==> src/rtl/fifo_stream_reader.sv <==
// Pop-side FIFO reader that re-times the FIFO words into a registered valid/ready stream.
// A 3-entry skid buffer hides pop latency so m_ready never reaches fifo_pop combinationally.
module fifo_stream_reader #(
  parameter int unsigned WIDTH                   = 8,
  parameter bit          FIRST_WORD_FALL_THROUGH = 1'b0
) (
  input  logic             clk,
  input  logic             rst,
  input  logic             enable,
  output logic             fifo_pop,
  input  logic [WIDTH-1:0] fifo_pop_data,
  input  logic             fifo_empty,
  output logic             m_valid,
  output logic [WIDTH-1:0] m_data,
  input  logic             m_ready,
  output logic             idle,
  output logic [31:0]      xfer_cnt
);

  logic [WIDTH-1:0] mem_q [3];
  logic [WIDTH-1:0] mem_d [3];
  logic [1:0]       wp_q, wp_d, rp_q, rp_d, occ_q, occ_d;
  logic             inflight_q, inflight_d;
  logic             m_valid_q, m_valid_d;
  logic [WIDTH-1:0] m_data_q, m_data_d;
  logic             idle_q, idle_d;
  logic [31:0]      xfer_cnt_q, xfer_cnt_d;
  logic [2:0]       pending_s;
  logic             pop_s, cap_s, drain_s;

  function automatic logic [1:0] ptr_inc(input logic [1:0] p);
    case (p)
      2'd0:    return 2'd1;
      2'd1:    return 2'd2;
      default: return 2'd0;
    endcase
  endfunction

  // Pop issue, capture into the buffer, drain and registered-output next state.
  always_comb begin
    mem_d      = mem_q;
    wp_d       = wp_q;
    rp_d       = rp_q;
    occ_d      = occ_q;
    xfer_cnt_d = xfer_cnt_q;
    m_data_d   = m_data_q;

    // Words already popped but not yet delivered bound the issue; rst blocks pops.
    pending_s  = {1'b0, occ_q} + {2'b00, inflight_q};
    pop_s      = enable && !fifo_empty && (pending_s < 3'd3) && !rst;
    cap_s      = FIRST_WORD_FALL_THROUGH ? pop_s : inflight_q;
    drain_s    = m_valid_q && m_ready;
    inflight_d = FIRST_WORD_FALL_THROUGH ? 1'b0 : pop_s;

    if (cap_s) begin
      for (int i = 0; i < 3; i++) begin
        if (wp_q == 2'(i)) begin
          mem_d[i] = fifo_pop_data;
        end else begin
          mem_d[i] = mem_q[i];
        end
      end
      wp_d = ptr_inc(wp_q);
    end else begin
      wp_d = wp_q;
    end

    if (drain_s) begin
      rp_d       = ptr_inc(rp_q);
      xfer_cnt_d = xfer_cnt_q + 32'd1;
    end else begin
      rp_d       = rp_q;
      xfer_cnt_d = xfer_cnt_q;
    end

    case ({cap_s, drain_s})
      2'b10:   occ_d = occ_q + 2'd1;
      2'b01:   occ_d = occ_q - 2'd1;
      default: occ_d = occ_q;
    endcase

    case (rp_d)
      2'd0:    m_data_d = mem_d[0];
      2'd1:    m_data_d = mem_d[1];
      default: m_data_d = mem_d[2];
    endcase

    m_valid_d = (occ_d != 2'd0);
    idle_d    = (occ_d == 2'd0) && !inflight_d;
  end

  // State and output registers; reset discards any in-flight word.
  always_ff @(posedge clk or posedge rst) begin
    if (rst) begin
      for (int i = 0; i < 3; i++) begin
        mem_q[i] <= '0;
      end
      wp_q       <= 2'd0;
      rp_q       <= 2'd0;
      occ_q      <= 2'd0;
      inflight_q <= 1'b0;
      m_valid_q  <= 1'b0;
      m_data_q   <= '0;
      idle_q     <= 1'b1;
      xfer_cnt_q <= 32'd0;
    end else begin
      mem_q      <= mem_d;
      wp_q       <= wp_d;
      rp_q       <= rp_d;
      occ_q      <= occ_d;
      inflight_q <= inflight_d;
      m_valid_q  <= m_valid_d;
      m_data_q   <= m_data_d;
      idle_q     <= idle_d;
      xfer_cnt_q <= xfer_cnt_d;
    end
  end

  assign fifo_pop = pop_s;
  assign m_valid  = m_valid_q;
  assign m_data   = m_data_q;
  assign idle     = idle_q;
  assign xfer_cnt = xfer_cnt_q;

endmodule

==> config.mk <==
export PLATFORM = sky130hd
export DESIGN_NAME = fifo_stream_reader
export DESIGN_NICKNAME = d
export VERILOG_FILES = /design/src/rtl/fifo_stream_reader.sv
export SDC_FILE = /design/constraint.sdc
export NUM_CORES = 1
export LEC_CHECK = 0
export BUFFER_PORTS_ARGS = -buffer_cell sky130_fd_sc_hd__buf_2
export CORE_ASPECT_RATIO = 1.4
export CORE_MARGIN = 4
export CORE_UTILIZATION = 46
export CTS_CLUSTER_DIAMETER = 60
export DETAILED_ROUTE_END_ITERATION = 12
export GPL_ROUTABILITY_DRIVEN = 0
export PLACE_DENSITY_LB_ADDON = 0.3
export SLEW_MARGIN = 20
export SYNTH_ARGS = -nofsm -noshare
export SYNTH_HDL_FRONTEND = slang
export SYNTH_SLANG_ARGS = --single-unit
==> constraint.sdc <==
create_clock -name clk -period 2.2 [get_ports clk]
set_clock_uncertainty 0.15 [all_clocks]
set_input_delay 0.22 -clock clk [delete_from_list [all_inputs] [get_ports clk]]
set_output_delay 0.22 -clock clk [all_outputs]
set_load 0.02 [all_outputs]
==> key figures, run 1 <==
Critical path
  – WS Path Type: flip-flop to output pin
  – Max incr delay on CP: 520 ps
  – Crit path max fanout: 2
  – Worst path slowest cell: or4b_4
  – Critical Path Sink Type: output pin
  – CP cell instances: ha_2, ha_2, or4b_4, a21oi_4, buf_6
  – Kind of cell adding the most delay to the critical path: simple AND/OR/NAND/NOR gates
  – WP data required: 1830 ps
  – Crit path buf inv count: 1
  – Crit path launch type: flip-flop
  – WP data arrival: 1870 ps
  – Most frequent cell on the critical path: ha_2

Clock tree
  – H-tree levels: 3
  – Clock sink count: 73
  – Clk_lat worst skew: 340 ps
  – CTS Buf Count: 9
  – Clock root buffer: clkbuf_8
  – CTS tree: built
  – Clock transition at the registers of the reported paths: 80 ps
  – CTS Buffer Depth: 2

Placement
  – Placed cell count: 395
  – Post-DP HPWL: 4117 µm
  – Dpl ws: 95.45 ps
  – IO buf count: 55
  – Dpl cell area: 0.003618 mm²

Timing
  – Final Hold Vio Count: 0
  – Period utilization: 101.8%
  – Max-slew headroom: 70.47%
  – Endpoints failing setup: 1
  – Final Hold Slack: 142.0 ps
  – Final Critical Period: 2239 ps
  – Unrepaired setup endpoints after global routing: true
  – Max Clk Rate: 0.4467 GHz
  – Final Max Slew Viols: 0
  – Post-route setup slack: -38.70 ps
  – Worst-Margin Slew: 442.9 ps

Synth
  – Dominant synthesized flop cell: dfrtp_1
  – Post-Synthesis Cell Area: 0.003154 mm²
  – Top cells by area, synth: dfrtp_1 (57%), mux2_2 (11%), xnor2_1 (6.4%)
  – Distinct cell type count after synthesis: 32
  – Share of the yosys chip area belonging to registers: 57.95%
  – Yosys reg bits: 73
  – Warnings from Yosys: 0
  – Area leader, netlist: dfrtp_1
  – Yosys top cell area share: 57.12%
  – Cells after synthesis: 242
  – Fraction of registers with async set/reset: 100.0%
  – Syn nets: 259
  – Synth Area per Inst: 13.03 µm²
  – EDFF count, synth: 0

Detailed routing
  – Via count: 2,104
  – Per-cell routed wire length: 13.99 µm
  – Drt pass-1 iters: 4
  – Initial DRC Count: 64
  – Routed WL: 5888 µm
  – # DRC: 0
  – Antenna viol nets, final: 0
  – DR vias/cell: 4.998

Global route
  – First-pass GRT wire length: 10,070 µm
  – Pin count of the biggest net entering global routing: 56
  – Grt total ovfl: 0
  – Initial antenna violation count: 0
  – Vias in the first global route: 2,100
  – Total GRT Usage: 15.53%

Cells and area
  – Diode count: 0
  – Post-route insts no fill: 421
  – Fraction of layout cells with a size suffix above 1: 39.51%
  – Area growth syn-to-layout: 25.70%
  – Post-route design area: 0.003965 mm²
  – Final-stage net count: 341

Power and ir drop
  – Switching part of the total power: 31.00%
  – Clock group share of total power: 24.8%
  – Power Dens Cells: 1157 mW/mm²
  – NetSw: 0.001422 W
  – Worst VDD drop: 0.9323 mV
  – Combinational Power Share: 32.4%
  – P_leak: 1.961 nW
  – Final Power: 0.004587 W
  – Power Internal: 0.003165 W
  – Sequential share of power: 42.8%

Outcome
  – Outcome: finished with violations
  – Failing checks: negative setup slack

Die
  – Die area: 0.008265 mm²
  – Die height: 106.0 µm
  – # IOs: 56
  – Area of the core: 0.006613 mm²
  – Die W: 77.99 µm
  – Starting density of the core: 47.70%
  – Rows: 35

Run
  – Max cap viols: 0

Min path
  – Worst hold path class: input port to flip-flop
## routing by layer
layer | routed length [µm] | global-route usage [%] | vias up
met1 | 2414 | 18.43 | 1043
li1 | - | - | 1009
met3 | 271 | 3.898 | 10
met2 | 3101 | 26.41 | 42
met5 | 0 | 0 | -
met4 | 101 | 6.875 | 0
## cell type report
type                       instances  area, µm²
multi-input combinational        153       1280
inverter                          10      41.29
fill                             531       2648
tap                               92      115.1
clock inverter                     7      95.09
sequential                        73       1828
clock buffer                       9      123.9
timing repair buffer              77      481.7
## registers in the layout, summed over array words and instances, names as in the netlist
register / count
wp_q: 2
mem_q: 24
cap_s: 1
m_data: 8
idle: 1
rp_q: 2
m_valid: 1
occ_q: 2
xfer_cnt: 32
## worst min-delay path: cells and delay by family
| family | cells | cell delay (ps) |
|---|---|---|
| XOR/XNOR | 1 | 60 |
| buffers and inverters | 2 | 250 |
| AND/OR/NAND/NOR | 1 | 70 |
## timing repair
item | CTS | global route
cloned | 0 | 0
endpoints found under the setup margin | 1 | 5
hold buffers | 9 | 0
gates resized for setup | 5 | 3
hold endpoints to repair | 35 | 0
buffers inserted | 0 | 1
pin swaps | 0 | 0
## power by group through the flow
stage / Combinational, W / Sequential, W / Clock (W)
final: 0.00149 / 0.00197 / 0.00114
after global routing: 0.00165 / 0.00202 / 0.00124
after CTS: 0.00150 / 0.00197 / 0.00116
after detailed placement: 0.00146 / 0.00199 / 0
after global placement: 0.00144 / 0.00198 / 0
after floorplan: 0.000851 / 0.00215 / 0
## cells in the final DEF, fill, tap and decap left out, types with 2 or more instances in the layout
| cell type | instances |
|---|---|
| dfrtp_1 | 72 |
| buf_2 | 54 |
| mux2_2 | 31 |
| xnor2_1 | 23 |
| nand4_1 | 12 |
| buf_4 | 12 |
| xor2_1 | 11 |
| nand2_1 | 10 |
| inv_1 | 9 |
| mux2i_1 | 9 |
| nand3_1 | 9 |
| clkbuf_8 | 9 |
| dlygate4sd3_1 | 9 |
| nor2_1 | 7 |
| and3_1 | 7 |
| and4_1 | 6 |
| and2_1 | 4 |
| nor3_2 | 4 |
| or2_2 | 2 |
| or4b_4 | 2 |
| nor3_1 | 2 |
| clkinvlp_4 | 2 |
| ha_1 | 2 |
| ha_2 | 2 |
| bufinv_16 | 2 |
| clkinv_4 | 2 |
| clkinv_2 | 2 |
## final timing paths
check	end	cells past startpoint	slack, ps	startpoint
setup / recovery	fifo_pop	5	-40	occ_q[0]$_DFF_PP0_
hold / removal	xfer_cnt[0]$_DFFE_PP0N_	4	140	m_ready
setup reg to reg	m_data[2]$_DFF_PP0_	5	190	cap_s$_DFF_PP0_
hold reg to reg	xfer_cnt[31]$_DFFE_PP0N_	1	330	xfer_cnt[31]$_DFFE_PP0N_
max in group asynchronous	mem_q[19]$_DFF_PP0_	4	1000	rst
min in group asynchronous	m_data[0]$_DFF_PP0_	3	290	rst
## Yosys cell counts (2+ instances only)
library cell,number
or2_2,2
xnor2_1,23
xor2_1,11
inv_1,10
buf_2,2
ha_1,4
mux2_2,31
a21oi_1,2
nor3_1,2
and3_1,7
nor2_1,7
nand3_1,9
nand4_1,12
clkbuf_1,3
nand2_1,10
nor3_2,4
and4_1,6
mux2i_1,9
and2_1,4
dfrtp_1,72
## kinds of logic after synthesis
kind of cell | share of synthesized area (%)
buffers and inverters | 2.221
xor gates and xnor gates | 9.441
and+or+nand+nor | 13.37
AOI/OAI and AO/OA | 0.7140
DFF | 57.95
adders and majority gates | 1.587
muxes | 14.72
## metrics by stage
| step | util, % | TNS, ps |
|---|---|---|
| after floorplan | - | 0 |
| final | 59.96 | -38.70 |
| after CTS | 59.62 | -79.01 |
| after global placement | 54.72 | 0 |
| after detailed placement | 54.72 | 0 |
| after global routing | 59.96 | -119.5 |
Power figures use the tool's default switching activity.
==> inputs of run 2 (changes only) <==
--- a/config.mk
+++ b/config.mk
@@ -7,13 +7,13 @@
 export LEC_CHECK = 0
 export BUFFER_PORTS_ARGS = -buffer_cell sky130_fd_sc_hd__buf_2
 export CORE_ASPECT_RATIO = 1.4
-export CORE_MARGIN = 4
 export CORE_UTILIZATION = 46
 export CTS_CLUSTER_DIAMETER = 60
 export DETAILED_ROUTE_END_ITERATION = 12
 export GPL_ROUTABILITY_DRIVEN = 0
-export PLACE_DENSITY_LB_ADDON = 0.3
+export PLACE_DENSITY = 0.7
 export SLEW_MARGIN = 20
 export SYNTH_ARGS = -nofsm -noshare
 export SYNTH_HDL_FRONTEND = slang
 export SYNTH_SLANG_ARGS = --single-unit
+export TNS_END_PERCENT = 20
==> key figures, run 2 (synthesis gave the netlist of run 1 again) <==
Outcome
  – Outcome: finished with violations
  – Failing checks: negative setup slack

Detailed routing
  – Initial DRC Count: 132 (+110%)
  – Via count: 2,082 (-1.0%)
  – Antenna viol nets, final: 0 (unchanged)
  – # DRC: 0 (unchanged)
  – Drt pass-1 iters: 4 (unchanged)
  – DR vias/cell: 4.969 (-0.57%)
  – Per-cell routed wire length: 13.64 µm (-2.5%)
  – Routed WL: 5714 µm (-3.0%)

Global route
  – Total GRT Usage: 17.44% (+1.9 points)
  – Met3 Use GR: 3.715% (-0.18 points)
  – Pin count of the biggest net entering global routing: 49 (-13%)
  – Grt total ovfl: 0 (unchanged)
  – Gr busiest metal: met2
  – Vias in the first global route: 2,024 (-3.6%)
  – Met2 Use GR: 30.26% (+3.9 points)
  – First-pass GRT wire length: 9522 µm (-5.5%)
  – Met1 Usage GRT: 19.85% (+1.4 points)
  – Initial antenna violation count: 0 (unchanged)

Timing
  – Worst-Margin Slew: 585.9 ps (+143.0 ps)
  – Max Clk Rate: 0.4458 GHz (-0.20%)
  – Final Hold Vio Count: 0 (unchanged)
  – Max-slew headroom: 60.94% (-9.5 points)
  – Period utilization: 102.0% (+0.21 points)
  – Setup_tns: -43.26 ps (-4.565 ps)
  – Endpoints failing setup: 1 (unchanged)
  – Post-route setup slack: -43.26 ps (-4.565 ps)
  – Final Max Slew Viols: 0 (unchanged)
  – Final Critical Period: 2243 ps (+4.566 ps)
  – Unrepaired setup endpoints after global routing: true
  – Final Hold Slack: 16.15 ps (-125.8 ps)

Critical path
  – Worst path slowest cell: or4b_4
  – Worst reg-to-reg setup slack: 200 ps (about the same)
  – Crit path max fanout: 2 (unchanged)
  – Max incr delay on CP: 520 ps (about the same)
  – WS Path Type: flip-flop to output pin
  – Crit path buf inv count: 1 (unchanged)
  – Crit path launch type: flip-flop
  – CP cell instances: ha_2, ha_4, or4b_4, a21oi_4, buf_6
  – WP data arrival: 1870 ps (about the same)
  – WP data required: 1830 ps (about the same)
  – Critical Path Sink Type: output pin
  – Kind of cell adding the most delay to the critical path: simple AND/OR/NAND/NOR gates

Clock tree
  – CTS Buf Count: 9 (unchanged)
  – Clock root buffer: clkbuf_8
  – Clock transition at the registers of the reported paths: 70 ps (about the same)
  – CTS tree: built
  – H-tree levels: 3 (unchanged)
  – Clock sink count: 73 (unchanged)
  – CTS Buffer Depth: 2 (unchanged)
  – Clk_lat worst skew: 350 ps (about the same)

Placement
  – Dpl ws: 88.55 ps (-6.902 ps)
  – IO buf count: 55 (unchanged)
  – Post-DP HPWL: 4091 µm (-0.65%)
  – Placed cell count: 395 (unchanged)

Die
  – Area of the core: 0.006613 mm² (unchanged)
  – Starting density of the core: 47.70% (unchanged)
  – Rows: 35 (unchanged)
  – Die height: 99.98 µm (-5.7%)
  – # IOs: 56 (unchanged)
  – Die area: 0.007197 mm² (-13%)
  – Die W: 71.99 µm (-7.7%)

Cells and area
  – Most frequent cells in the layout: dfrtp_1 (72), buf_2 (54), mux2_2 (31)
  – Post-route insts no fill: 419 (-0.48%)
  – Filler cell count: 553 (+4.1%)
  – Max reg flops: 32 (unchanged)
  – Fraction of layout cells with a size suffix above 1: 39.45% (-0.064 points)
  – FF+latch area: 0.001828 mm² (unchanged)
  – Final-stage net count: 339 (-0.59%)
  – Diode count: 0 (unchanged)
  – Area growth syn-to-layout: 24.55%
  – Multi-input logic area: 0.001290 mm² (+0.78%)
  – Commonest non-fill, non-tap cell in the layout: dfrtp_1

Power and ir drop
  – Worst VDD drop: 0.7472 mV (-20%)
  – Power Dens Cells: 1153 mW/mm² (-0.30%)
  – Final Power: 0.004532 W (-1.2%)
  – P_leak: 1.947 nW (-0.70%)

Min path
  – Worst hold path class: input port to flip-flop

Run
  – Max cap viols: 0 (unchanged)
-- run 2: cell count changes in the layout (fill, tap and decap cells not counted) --
cell           previous run  this run
buf_12                    1         0
buf_4                    12        14
bufinv_16                 2         1
clkbuf_1                  0         2
clkbuf_8                  9        12
clkinv_2                  2         1
clkinv_4                  2         0
clkinvlp_4                2         1
dlygate4sd3_1             9         6
ha_2                      2         1
ha_4                      0         1
-- run 2: metrics by stage --
step                utilization [%]  cell area [µm²]
floorplan                         -             3158
global placement              54.53             3606
detailed placement            54.53             3606
CTS                           59.13             3910
global route                  59.41             3929
finish                        59.41             3929
-- run 2: layout make-up --
| cell class | instances | share of cell area (%) |
|---|---|---|
| Timing Repair Buffer | 75 | 11.37 |
| Clock inverter | 2 | 0.8917 |
| Clock buffer | 14 | 4.395 |
| Tap cell | 92 | 2.930 |
| Inverter | 10 | 1.051 |
| Sequential cell | 73 | 46.53 |
| Multi-Input combinational cell | 153 | 32.83 |
-- run 2: what timing repair did --
action                                 in CTS  in global routing
endpoints found under the hold margin      83                  0
setup endpoints to repair                   1                  5
resized for setup                           8                  1
pin swaps                                   2                  2
hold buffers                                6                  0
buffers inserted                            0                  2
-- run 2: final timing paths --
check	cells past startpoint	endpoint	start
hold / removal	2	mem_q[23]$_DFF_PP0_	fifo_pop_data[7]
min in group asynchronous	4	xfer_cnt[13]$_DFFE_PP0N_	rst
max in group asynchronous	4	mem_q[21]$_DFF_PP0_	rst
setup reg to reg	5	m_data[2]$_DFF_PP0_	cap_s$_DFF_PP0_
setup / recovery	5	fifo_pop	occ_q[0]$_DFF_PP0_
hold reg to reg	1	xfer_cnt[31]$_DFFE_PP0N_	xfer_cnt[31]$_DFFE_PP0N_
-- run 2: per-layer routing --
layer  part of all wire [%]  up-vias
met5                      0        -
met4                    2.5        0
met3                    3.4       14
met2                     53       49
met1                     41     1019
li1                       -     1000
-- run 2: report_power, final --
| part | total [W] | leakage, nW | internal (W) | switching (W) |
|---|---|---|---|---|
| Sequential | 0.00197 | 0.922 | 0.00178 | 0.000194 |
| Clock | 0.00109 | 0.107 | 0.000616 | 0.000471 |
| Combinational | 0.00147 | 0.918 | 0.000751 | 0.000720 |
| Total | 0.00453 | 1.95 | 0.00315 | 0.00138 |
==> inputs of run 3 (changes only) <==
--- a/config.mk
+++ b/config.mk
@@ -12,6 +12,7 @@
 export DETAILED_ROUTE_END_ITERATION = 12
 export GPL_ROUTABILITY_DRIVEN = 0
 export PLACE_DENSITY = 0.7
+export REMOVE_ABC_BUFFERS = 1
 export SLEW_MARGIN = 20
 export SYNTH_ARGS = -nofsm -noshare
 export SYNTH_HDL_FRONTEND = slang
==> key figures, run 3 (synthesis gave the netlist of run 1 again) <==
Outcome
  – Outcome: finished with violations
  – Failing checks: negative setup slack

Global route
  – Vias in the first global route: 2,106 (+4.1%)
  – Pin count of the biggest net entering global routing: 45 (-8.2%)
  – Grt total ovfl: 0 (unchanged)
  – First-pass GRT wire length: 9798 µm (+2.9%)
  – Initial antenna violation count: 0 (unchanged)
  – Total GRT Usage: 17.74% (+0.30 points)

Min path
  – Worst hold start: fifo_pop_data[6]
  – Cell count of the worst hold path: 2 (unchanged)
  – Worst Hold Path EP: mem_q[6]$_DFF_PP0_
  – Worst hold path class: input port to flip-flop

Detailed routing
  – Via count: 2,078 (-0.19%)
  – Initial DRC Count: 117 (-11%)
  – Per-cell routed wire length: 13.68 µm (+0.30%)
  – # DRC: 0 (unchanged)
  – Antenna viol nets, final: 0 (unchanged)
  – Drt pass-1 iters: 4 (unchanged)
  – Routed WL: 5745 µm (+0.54%)
  – DR vias/cell: 4.948 (-0.43%)

Die
  – # IOs: 56 (unchanged)
  – Die area: 0.007197 mm² (unchanged)
  – Starting density of the core: 47.70% (unchanged)
  – Die height: 99.98 µm (unchanged)
  – Area of the core: 0.006613 mm² (unchanged)
  – Die W: 71.99 µm (unchanged)
  – Rows: 35 (unchanged)

Timing
  – Period utilization: 101.6% (-0.35 points)
  – Final Hold Vio Count: 0 (unchanged)
  – Max Clk Rate: 0.4473 GHz (+0.35%)
  – Max-slew headroom: 63.85% (+2.9 points)
  – Unrepaired setup endpoints after global routing: true
  – Post-route setup slack: -35.55 ps (+7.710 ps)
  – Final Hold Slack: 14.72 ps (-1.434 ps)
  – Endpoints failing setup: 1 (unchanged)
  – Final Max Slew Viols: 0 (unchanged)
  – Final Critical Period: 2236 ps (-7.710 ps)
  – Worst-Margin Slew: 542.2 ps (-43.71 ps)

Clock tree
  – Clock root buffer: clkbuf_8
  – CTS tree: built
  – CTS Buffer Depth: 2 (unchanged)
  – CTS Buf Count: 9 (unchanged)
  – H-tree levels: 3 (unchanged)
  – Clock transition at the registers of the reported paths: 70 ps (about the same)
  – Clock sink count: 73 (unchanged)
  – Clk_lat worst skew: 330 ps (-20 ps)

Critical path
  – Crit path launch type: flip-flop
  – Max incr delay on CP: 530 ps (about the same)
  – Worst R2R Start: cap_s$_DFF_PP0_
  – Critical Path Sink Type: output pin
  – WS Path Type: flip-flop to output pin
  – CP cell instances: ha_2, ha_2, or4b_4, a21oi_4, buf_6
  – Most frequent cell on the critical path: ha_2
  – Crit path max fanout: 2 (unchanged)
  – WP data arrival: 1870 ps (about the same)
  – WP data required: 1830 ps (about the same)
  – Worst R2R End: m_data[4]$_DFF_PP0_
  – FF-to-FF path depth: 5 (unchanged)
  – Worst reg-to-reg setup slack: 190 ps (about the same)
  – Worst path slowest cell: or4b_4

Cells and area
  – FF+latch area: 0.001828 mm² (unchanged)
  – Util after Layout: 60.40% (+0.98 points)
  – Diode count: 0 (unchanged)
  – Max reg flops: 32 (unchanged)
  – Final-stage net count: 340 (+0.29%)
  – Area growth syn-to-layout: 26.62%
  – Filler cell count: 515 (-6.9%)
  – Commonest non-fill, non-tap cell in the layout: dfrtp_1
  – Post-route design area: 0.003994 mm² (+1.7%)
  – Multi-input logic area: 0.001280 mm² (-0.78%)
  – Most frequent cells in the layout: dfrtp_1 (72), buf_2 (54), mux2_2 (31)
  – Fraction of layout cells with a size suffix above 1: 39.94% (+0.49 points)

Placement
  – IO buf count: 55 (unchanged)
  – Dpl cell area: 0.003602 mm² (-0.10%)
  – Post-DP HPWL: 4098 µm (+0.19%)

Power and ir drop
  – P_leak: 1.986 nW (+2.0%)
  – Final Power: 0.004833 W (+6.7%)
  – Power Dens Cells: 1210 mW/mm² (+4.9%)
  – Worst VDD drop: 0.6366 mV (-15%)

Run
  – Max cap viols: 0 (unchanged)
==> run 3: critical path, delay by kind of cell (launching register included) <==
family,cells,cell delay (ps)
buffers and inverters,1,130
adder cells (fa/ha/maj),2,340
AO/OA/AOI/OAI,1,150
AND/OR/NAND/NOR,1,530
flip-flops,1,390
==> run 3: layout make-up <==
type	instances	share of cell area (%)
Clock buffer	11	3.791
Multi-Input combinational cell	153	32.05
Timing Repair Buffer	76	11.43
Tap cell	92	2.882
Sequential cell	73	45.77
Inverter	10	0.9398
Clock inverter	5	3.133
==> run 3: power breakdown <==
| group | switching (W) | total (W) | internal, W |
|---|---|---|---|
| clock | 0.000465 | 0.00139 | 0.000928 |
| combinational | 0.000725 | 0.00147 | 0.000744 |
| sequential | 0.000192 | 0.00197 | 0.00178 |
| total | 0.00138 | 0.00483 | 0.00345 |
==> run 3: layer usage <==
| layer | vias up | part of all wire (%) | global-route usage [%] |
|---|---|---|---|
| met5 | - | 0 | 0 |
| met4 | 0 | 0.73 | 4.977 |
| met3 | 5 | 4.0 | 5.321 |
| met2 | 52 | 51 | 30.33 |
| met1 | 1021 | 44 | 21.67 |
| li1 | 1000 | - | - |
==> run 3: worst max path at each step <==
stage / slack, ps / cells past startpoint / end / start
after global routing: -80 / 5 / fifo_pop / occ_q[0]$_DFF_PP0_
final: -40 / 5 / fifo_pop / occ_q[0]$_DFF_PP0_
after CTS: -40 / 5 / fifo_pop / occ_q[0]$_DFF_PP0_
after global placement: 90 / 5 / fifo_pop / occ_q[0]$_DFF_PP0_
after floorplan: -20 / 1 / cap_s$_DFF_PP0_ / rst
after detailed placement: 80 / 5 / fifo_pop / occ_q[0]$_DFF_PP0_
==> run 3: what timing repair did <==
item	in CTS	in global routing
gates cloned	0	0
endpoints found under the hold margin	82	0
hold buffers	7	0
setup buffers	1	1
gates resized for setup	7	1
setup endpoints to repair	1	5
==> run 3: stage by stage <==
stage | worst slack [ps] | cells | TNS, ps
2_1_floorplan | -21.62 | 236 | -1556
3_3_place_gp | 87.15 | 395 | 0
3_5_place_dp | 75.65 | 395 | 0
4_1_cts | -42.83 | 419 | -42.83
5_1_grt | -79.45 | 420 | -79.45
6_report | -35.55 | 420 | -35.55
